--- src/rtl/rom_browse_ctrl.sv ---
// ROM browser: steps an address through a synchronous ROM (auto or per key)
// and shows address and data on a 4-digit multiplexed 7-segment display.
module rom_browse_ctrl #(
   parameter int          ADDR_W   = 8,
   parameter int          DEPTH    = 256,
   parameter logic [23:0] CNT_MAX  = 24'd9_999_999,
   parameter logic [19:0] DEB_MAX  = 20'd999_999,
   parameter logic [15:0] SCAN_MAX = 16'd49_999
) (
   input  logic              sys_clk,
   input  logic              sys_rst_n,
   input  logic              key1,
   input  logic              key2,
   input  logic [7:0]        rom_data,
   output logic [ADDR_W-1:0] rom_addr,
   output logic              running,
   output logic [3:0]        led_bit,
   output logic [7:0]        led_out
);

   // bit1 = running, bit0 = direction down
   typedef enum logic [1:0] {
      S_HOLD_UP = 2'b00,
      S_HOLD_DN = 2'b01,
      S_RUN_UP  = 2'b10,
      S_RUN_DN  = 2'b11
   } state_t;

   logic [1:0]        w_key;
   logic [1:0]        r_sync0;
   logic [1:0]        r_sync1;
   logic [1:0][19:0]  r_deb_cnt;
   logic [1:0]        r_stable;
   logic [1:0]        r_stable_d;
   logic [1:0]        r_press;

   state_t            r_state;
   state_t            w_state_nx;
   logic [23:0]       r_timer;
   logic [23:0]       w_timer_nx;
   logic [ADDR_W-1:0] r_addr;
   logic [ADDR_W-1:0] w_addr_nx;
   logic [ADDR_W-1:0] w_addr_up;
   logic [ADDR_W-1:0] w_addr_dn;
   logic [ADDR_W-1:0] w_addr_step;

   logic [15:0]       r_scan_cnt;
   logic [1:0]        r_idx;
   logic [7:0]        r_data;
   logic [7:0]        w_addr8;
   logic [3:0]        w_nib;
   logic [7:0]        w_seg;
   logic              w_dp_on;
   logic [3:0]        r_led_bit;
   logic [7:0]        r_led_out;

   assign w_key = {key2, key1};

   always_ff @(posedge sys_clk or negedge sys_rst_n) begin
      if (!sys_rst_n) begin
         r_sync0    <= '0;
         r_sync1    <= '0;
         r_deb_cnt  <= '0;
         r_stable   <= '0;
         r_stable_d <= '0;
         r_press    <= '0;
      end else begin
         r_sync0    <= w_key;
         r_sync1    <= r_sync0;
         r_stable_d <= r_stable;
         r_press    <= r_stable & ~r_stable_d;
         for (int i = 0; i < 2; i++) begin
            if (r_sync1[i] == r_stable[i]) begin
               r_deb_cnt[i] <= '0;
            end else if (r_deb_cnt[i] == DEB_MAX) begin
               r_stable[i]  <= r_sync1[i];
               r_deb_cnt[i] <= '0;
            end else begin
               r_deb_cnt[i] <= r_deb_cnt[i] + 20'd1;
            end
         end
      end
   end

   always_ff @(posedge sys_clk or negedge sys_rst_n) begin
      if (!sys_rst_n) begin
         r_state <= S_RUN_UP;
         r_timer <= '0;
         r_addr  <= '0;
      end else begin
         r_state <= w_state_nx;
         r_timer <= w_timer_nx;
         r_addr  <= w_addr_nx;
      end
   end

   always_comb begin
      w_addr_up   = (r_addr == ADDR_W'(DEPTH - 1)) ? '0 : r_addr + ADDR_W'(1);
      w_addr_dn   = (r_addr == '0) ? ADDR_W'(DEPTH - 1) : r_addr - ADDR_W'(1);
      w_addr_step = r_state[0] ? w_addr_dn : w_addr_up;
   end

   always_comb begin
      w_state_nx = r_state;
      w_timer_nx = r_timer;
      w_addr_nx  = r_addr;
      if (r_state[1]) begin
         if (r_timer == CNT_MAX) begin
            w_timer_nx = '0;
            w_addr_nx  = w_addr_step;
         end else begin
            w_timer_nx = r_timer + 24'd1;
         end
      end
      // key1 wins when both pulses coincide
      unique case (r_press)
         2'b01, 2'b11: begin
            w_state_nx = state_t'({~r_state[1], r_state[0]});
            w_timer_nx = '0;
         end
         2'b10: begin
            if (r_state[1]) begin
               w_state_nx = state_t'({r_state[1], ~r_state[0]});
            end else begin
               w_addr_nx = w_addr_step;
            end
         end
         default: ;
      endcase
   end

   always_comb begin
      w_addr8                = '0;
      w_addr8[ADDR_W-1:0]    = r_addr;
      w_dp_on                = (r_idx == 2'd2) && r_state[1];
      unique case (r_idx)
         2'd0: w_nib = r_data[3:0];
         2'd1: w_nib = r_data[7:4];
         2'd2: w_nib = w_addr8[3:0];
         2'd3: w_nib = w_addr8[7:4];
      endcase
      unique case (w_nib)
         4'h0: w_seg = 8'hC0;
         4'h1: w_seg = 8'hF9;
         4'h2: w_seg = 8'hA4;
         4'h3: w_seg = 8'hB0;
         4'h4: w_seg = 8'h99;
         4'h5: w_seg = 8'h92;
         4'h6: w_seg = 8'h82;
         4'h7: w_seg = 8'hF8;
         4'h8: w_seg = 8'h80;
         4'h9: w_seg = 8'h90;
         4'hA: w_seg = 8'h88;
         4'hB: w_seg = 8'h83;
         4'hC: w_seg = 8'hC6;
         4'hD: w_seg = 8'hA1;
         4'hE: w_seg = 8'h86;
         4'hF: w_seg = 8'h8E;
      endcase
   end

   always_ff @(posedge sys_clk or negedge sys_rst_n) begin
      if (!sys_rst_n) begin
         r_scan_cnt <= '0;
         r_idx      <= '0;
         r_data     <= '0;
         r_led_bit  <= 4'b1111;
         r_led_out  <= 8'hFF;
      end else begin
         r_data    <= rom_data;
         r_led_bit <= ~(4'b0001 << r_idx);
         r_led_out <= w_dp_on ? (w_seg & 8'h7F) : w_seg;
         if (r_scan_cnt == SCAN_MAX) begin
            r_scan_cnt <= '0;
            r_idx      <= r_idx + 2'd1;
         end else begin
            r_scan_cnt <= r_scan_cnt + 16'd1;
         end
      end
   end

   assign rom_addr = r_addr;
   assign running  = r_state[1];
   assign led_bit  = r_led_bit;
   assign led_out  = r_led_out;

endmodule

--- config.mk ---
export PLATFORM = sky130hd
export DESIGN_NAME = rom_browse_ctrl
export DESIGN_NICKNAME = d
export VERILOG_FILES = /design/src/rtl/rom_browse_ctrl.sv
export SDC_FILE = /design/constraint.sdc
export NUM_CORES = 1
export LEC_CHECK = 0
export ABC_AREA = 0
export BUFFER_PORTS_ARGS = -buffer_cell sky130_fd_sc_hd__buf_2
export CORE_MARGIN = 10
export CORE_UTILIZATION = 66
export DETAILED_ROUTE_END_ITERATION = 16
export GPL_TIMING_DRIVEN = 0
export PLACE_DENSITY = 0.85
export RECOVER_POWER = 25
export SLEW_MARGIN = 5
export SYNTH_ARGS = -nofsm -noshare
export SYNTH_HDL_FRONTEND = slang
export SYNTH_SLANG_ARGS = --single-unit
--- constraint.sdc ---
create_clock -name sys_clk -period 4.9 [get_ports sys_clk]
set_clock_uncertainty 0.1 [all_clocks]
set_input_delay 0.49 -clock sys_clk [delete_from_list [all_inputs] [get_ports sys_clk]]
set_output_delay 0.49 -clock sys_clk [all_outputs]
set_load 0.005 [all_outputs]
# After elaboration in Yosys (flattened, before gate mapping)
# Memories as Yosys holds them, arrays and structs flattened.
# Cells that the tools add are included.
dict set report word_totals {
  reg_bits 122
  romBits 112
  in_bits 12
  memories 1
}
# memory words word_bits rd rd_ports_with_merged_regs wr line
set memory_table {}
lappend memory_table {{(name not given)} 16 7 1 0 0 142} ;# unique case (w_nib)
dict set report classes {
  n_shift 1
  n_eq_ne 13
  reduce_logical 9
  n_bitwise 8
  n_addsub 7
  mux 19
}
# cell n
set ops {}
lappend ops {{2-to-1 mux 20 bit} 4}
lappend ops {{2-to-1 mux 24 bit} 3}
lappend ops {{2-to-1 mux 8 bit} 8}
lappend ops {{adder 20 x 1 -> 20 bit (second input constant)} 2}
lappend ops {{equality test 20 bit (second input constant)} 2}
lappend ops {{adder 24 x 1 -> 24 bit (second input constant)} 1}
lappend ops {{equality test 24 bit (second input constant)} 1}
lappend ops {{adder 16 x 1 -> 16 bit (second input constant)} 1}
lappend ops {{equality test 16 bit (second input constant)} 1}
lappend ops {{2-to-1 mux 16 bit} 1}
lappend ops {{one-hot mux 4 bit (4 select lines)} 1}
lappend ops {{adder 8 x 1 -> 8 bit (second input constant)} 1}
lappend ops {{equality test 2 bit (second input constant)} 4}
lappend ops {{equality test 8 bit (second input constant)} 1}
lappend ops {{logical NOT 8 bit} 1}
lappend ops {{subtractor 8 x 1 -> 8 bit (second input constant)} 1}
lappend ops {{NOT 1 bit} 5}
lappend ops {{equality test 2 x 1 -> 1 bit (second input constant)} 2}
lappend ops {{NOT 4 bit} 1}
lappend ops {{one-hot mux 2 bit (2 select lines)} 1}
lappend ops {{AND reduction 2 bit} 2}
lappend ops {{nonzero test 2 bit} 2}
lappend ops {{<< shifter 1 x 2 -> 4 bit (first input constant)} 1}
lappend ops {{AND reduction 3 bit} 1}
lappend ops {{other kinds (8)} 9}

# Logic depth before layout (Yosys ltp)
dict set report logic_depth {
  depth_word 7
  ltp_mapped 10
}

# Worst setup path after synthesis
# Ideal clock, no wire load.
dict set report synth_path {
  path_type {reg-to-reg}
  from {reg r_idx[0]}
  to {reg r_led_out[3] (netlist: led_out[3])}
  synth_period_minus_slack_ps 2322
  stages_incl_launch_ff 8
  setup_time_ps 94
  setup_slack_ps 2578
  arrival_time_ps 2129
  path_cell_list {dfrtp_1 inv_1 ha_1 clkbuf_1 mux2i_1 inv_1 ha_1 mux4_2}
}
dict set report synth_between {
  elab_chain_cells 4
  elab_cells_between_ends 7
  cone_classes {eq/ne (3); mux (2); reduce/logical (1); memory (1)}
}
# item line
set synth_lines {}
lappend synth_lines {{from (decl)} 48} ;# logic [1:0] r_idx;
lappend synth_lines {{from (signal assigned)} 175} ;# r_idx <= r_idx + 2'd1;
lappend synth_lines {{equality test 2 bit, or another cell as far along} 136} ;# unique case (r_idx)
lappend synth_lines {{one-hot mux 4 bit (4 select lines) (*)} 136}
lappend synth_lines {{memory read (16 x 7 bit) (*)} n/a}
lappend synth_lines {{named net w_seg[3]} 52} ;# logic [7:0] w_seg;
lappend synth_lines {{2-to-1 mux 8 bit (*)} 172} ;# r_led_out <= w_dp_on ? (w_seg & 8'h7F) : w_seg;
lappend synth_lines {{to (signal assigned)} 172}
lappend synth_lines {{to (decl)} 55} ;# logic [7:0] r_led_out;
# Mark *: on every way through the listed nets, which the timed path passes. The rest lies on a longest branch.
# A chain may end at the register's enable or synchronous reset.

# Final worst setup path
# Same ends and word-level chain as after synthesis.

==> impl_metrics.tcl <==
set metrics [dict create \
    power.density_nw_per_um2 331 \
    yosysWarnings 0 \
    violations "max-capacitance violations, max-slew violations" \
    gp_congestion 0.936 \
    critPathLaunchType "register" \
    antenna_cells 0 \
    htree_levels 4 \
    place_inst 742 \
    rsz0062_at_grt "false" \
    synth_top_cell_by_area "dfrtp_1" \
    area_growth_pct 16.8 \
    die_height_um 116 \
    drcViolationCount 0 \
    grt_pass1_vias 4813 \
    core-area_um2 8810 \
    hold_path_class "register to register" \
    start_util_pct 68.4 \
    max_cap_viol_count 1 \
    crit_type "register to register" \
    end_kind "register" \
    die_w_um 116 \
    synthCells 601 \
    cp.required_ps 5240 \
    postRouteAntennaNets 0 \
    num_vias 4774 \
    crit_fanout 7 \
    post_drt_wl_per_cell_um 16.7 \
    nNetsFinal 693 \
    hold_depth 0 \
    p_leak_nw 3.15 \
    clkTransAtPathRegs_ps 60 \
    dp_hpwl_mm 8.30 \
    grt_first_pass_wirelength_mm 22.3 \
    clk_latency_ps 520 \
    yosysTopAreaCellShare_pct 45.3 \
    ys_seq_area_share_pct 50.9 \
    finalPower_mw 2.33 \
    setup_viol 0 \
    multiInputGateArea_um2 2750 \
    fmax_mhz 381 \
    synth_seq_cells 122 \
    synth_area_um2 6020 \
    r2r_end "led_out[3]" \
    drt_wl_total_mm 13.1 \
    antenna_found_initial 0 \
    holdWs_ps 246 \
    synthArstFlopShare_pct 100 \
    synth_area_leaders "dfrtp_1, dfstp_2, xor2_1, nor2_1, xnor2_1" \
    drtPass1Iterations 5 \
    fill_cells 506 \
    rows 34 \
    cts_resized 0 \
    crit_arrival_ps 2960 \
    grt-ovfl-total 0 \
    min_from "r_sync0[1]" \
    drt_iter0_drc 352 \
    period_needed_ps 2620 \
    cts_root_buffer "clkbuf_8" \
    ios 33 \
    globalRouteTotalUtil_pct 20.6 \
    instances_no_fill 785 \
    synth_edf_count 0 \
    reg2regPathDepth 7 \
    peakVddDrop_mv 0.224 \
    clock-sinks 122 \
    drv_slew 32 \
    status "finished, violations left" \
    drive_above_1_share_pct 15.2 \
    synthesis.nets 630 \
    r2r_start "r_idx[0]" \
    numCtsBuffers 17 \
    max_slew_margin_pct -16.4 \
    period_share_pct 53.6 \
    tns_ps 0 \
    syn_area_per_cell_um2 10.0 \
    worstMarginPinSlew_ps 1750 \
    grt_max_degree 92 \
    port_buffers 32 \
    netlist-cell-type-count 63 \
    seqCellArea_um2 3070 \
    synth_ff_type "dfrtp_1" \
    cts_tree "yes" \
    final_util_pct 79.9 \
    die_area_um2 13300 \
    cts.path.max_buffers 2 \
    hold_violations 0 \
    min_to "r_sync1[1]" \
    routed_via_density 6.08 \
    rrSetupSlack_ps 2280 \
]
-- area by class of cell --
| class | instances | area share, % |
|---|---|---|
| multi-input cells | 434 | 39.0 |
| flip-flops and latches | 122 | 43.6 |
| inverters | 25 | 1.33 |
| well taps | 108 | 1.92 |
| plain buffers | 20 | 1.64 |
| clock buffers | 20 | 6.19 |
| repair buffers | 44 | 4.19 |
| clock inverters | 12 | 2.12 |
-- cell families (layout without fill, tap and decap cells) --
group / count (synthesis) / count (layout) / synth area share [%]
and+or+nand+nor: 255 / 255 / 21.1
DFF: 122 / 122 / 50.9
AOI/OAI and AO/OA: 92 / 92 / 10.2
xor gates and xnor gates: 59 / 59 / 8.58
buffers and inverters: 45 / 121 / 3.47
adders and majority gates: 17 / 17 / 3.53
muxes: 11 / 11 / 2.14
-- report_power, final --
part | switching, mW | internal (mW)
Sequential | 0.00792 | 1.03
Clock | 0.440 | 0.784
Combinational | 0.0456 | 0.0293
Total | 0.494 | 1.84
-- routing by layer --
layer  global-route usage (%)  share of wire, %  vias up
li1                         -                 -     2248
met1                     24.5                42     2321
met2                     35.4                50      178
met3                     4.65               6.0       27
met4                     8.87               2.1        0
met5                        0                 0        -
-- critical path: stages (launching register included) --
cell and delay, ps:
dfrtp_1 400, inv_1 150, ha_1 170, clkbuf_1 310, mux2i_1 550, inv_1 130
ha_1 250, mux4_2 470
-- layout by cell type (no fill, tap or decap), types with 4 or more instances in the layout --
cell / Yosys / final
dfrtp_1: 109 / 109
xor2_1: 34 / 34
ha_1: 17 / 17
clkbuf_16: 0 / 16
nand2b_1: 4 / 4
o21a_1: 4 / 4
buf_2: 5 / 34
nor2b_1: 8 / 8
clkbuf_1: 8 / 12
or2_2: 6 / 6
mux2i_1: 5 / 5
nand2_1: 48 / 48
and3_1: 13 / 13
clkinv_2: 0 / 4
dlygate4sd3_1: 0 / 11
o22ai_1: 4 / 4
dfstp_2: 13 / 12
nor3_1: 18 / 18
a21o_1: 5 / 5
a31oi_1: 10 / 10
o21ai_0: 19 / 19
nor4_1: 9 / 9
nand3_1: 35 / 35
inv_1: 25 / 25
nand4_1: 19 / 19
xnor2_1: 25 / 25
clkinvlp_4: 0 / 4
mux2_2: 5 / 5
nor2_1: 75 / 75
a21oi_1: 21 / 21
-- state kept, by name, summed over array words and instances, names as in the netlist --
register / cells
r_deb_cnt: 40
r_timer: 24
r_scan_cnt: 16
led_out: 8
r_data: 8
rom_addr: 8
led_bit: 4
r_idx: 2
r_press: 2
r_stable: 2
r_stable_d: 2
r_state: 2
r_sync0: 2
r_sync1: 2
-- through the flow --
stage	setup WS [ps]	cell area [µm²]
after global placement	1850	6320
after CTS	2300	7050
final	2280	7040
after detailed placement	2310	6350
after global routing	2150	7040
after floorplan	2580	6020
-- cell usage after synthesis, types with 3 or more instances --
| library cell | n |
|---|---|
| nand3_1 | 35 |
| mux2_2 | 5 |
| o22ai_1 | 4 |
| nand2b_1 | 4 |
| clkbuf_1 | 8 |
| dfrtp_1 | 109 |
| xor2_1 | 34 |
| or2_2 | 6 |
| and4_1 | 3 |
| or3_1 | 3 |
| buf_4 | 3 |
| o21a_1 | 4 |
| and3_1 | 13 |
| nor2_1 | 75 |
| inv_1 | 25 |
| xnor2_1 | 25 |
| buf_6 | 3 |
| a21oi_1 | 21 |
| buf_2 | 5 |
| a22o_1 | 3 |
| dfstp_2 | 13 |
| nor2b_1 | 8 |
| o21ai_0 | 19 |
| mux2i_1 | 5 |
| a21o_1 | 5 |
| nand4_1 | 19 |
| nor4_1 | 9 |
| nor3_1 | 18 |
| a31oi_1 | 10 |
| nand2_1 | 48 |
| ha_1 | 17 |
-- worst max path at each step --
stage,cells after the start,end,from
6_report,7,led_out[3],r_idx[0]
3_3_place_gp,1,r_deb_cnt[34],sys_rst_n
4_1_cts,7,led_out[3],r_idx[0]
2_1_floorplan,7,led_out[3],r_idx[0]
5_1_grt,7,led_out[3],r_idx[0]
3_5_place_dp,7,led_out[3],r_idx[0]
-- what timing repair did --
| item | 4_1_cts | 5_1_grt |
|---|---|---|
| hold endpoints to repair | 33 | 0 |
| hold buffers | 11 | 0 |
| setup buffers | 0 | 0 |
| endpoints found under the setup margin | 0 | 0 |
Power figures use the tool's default switching activity.
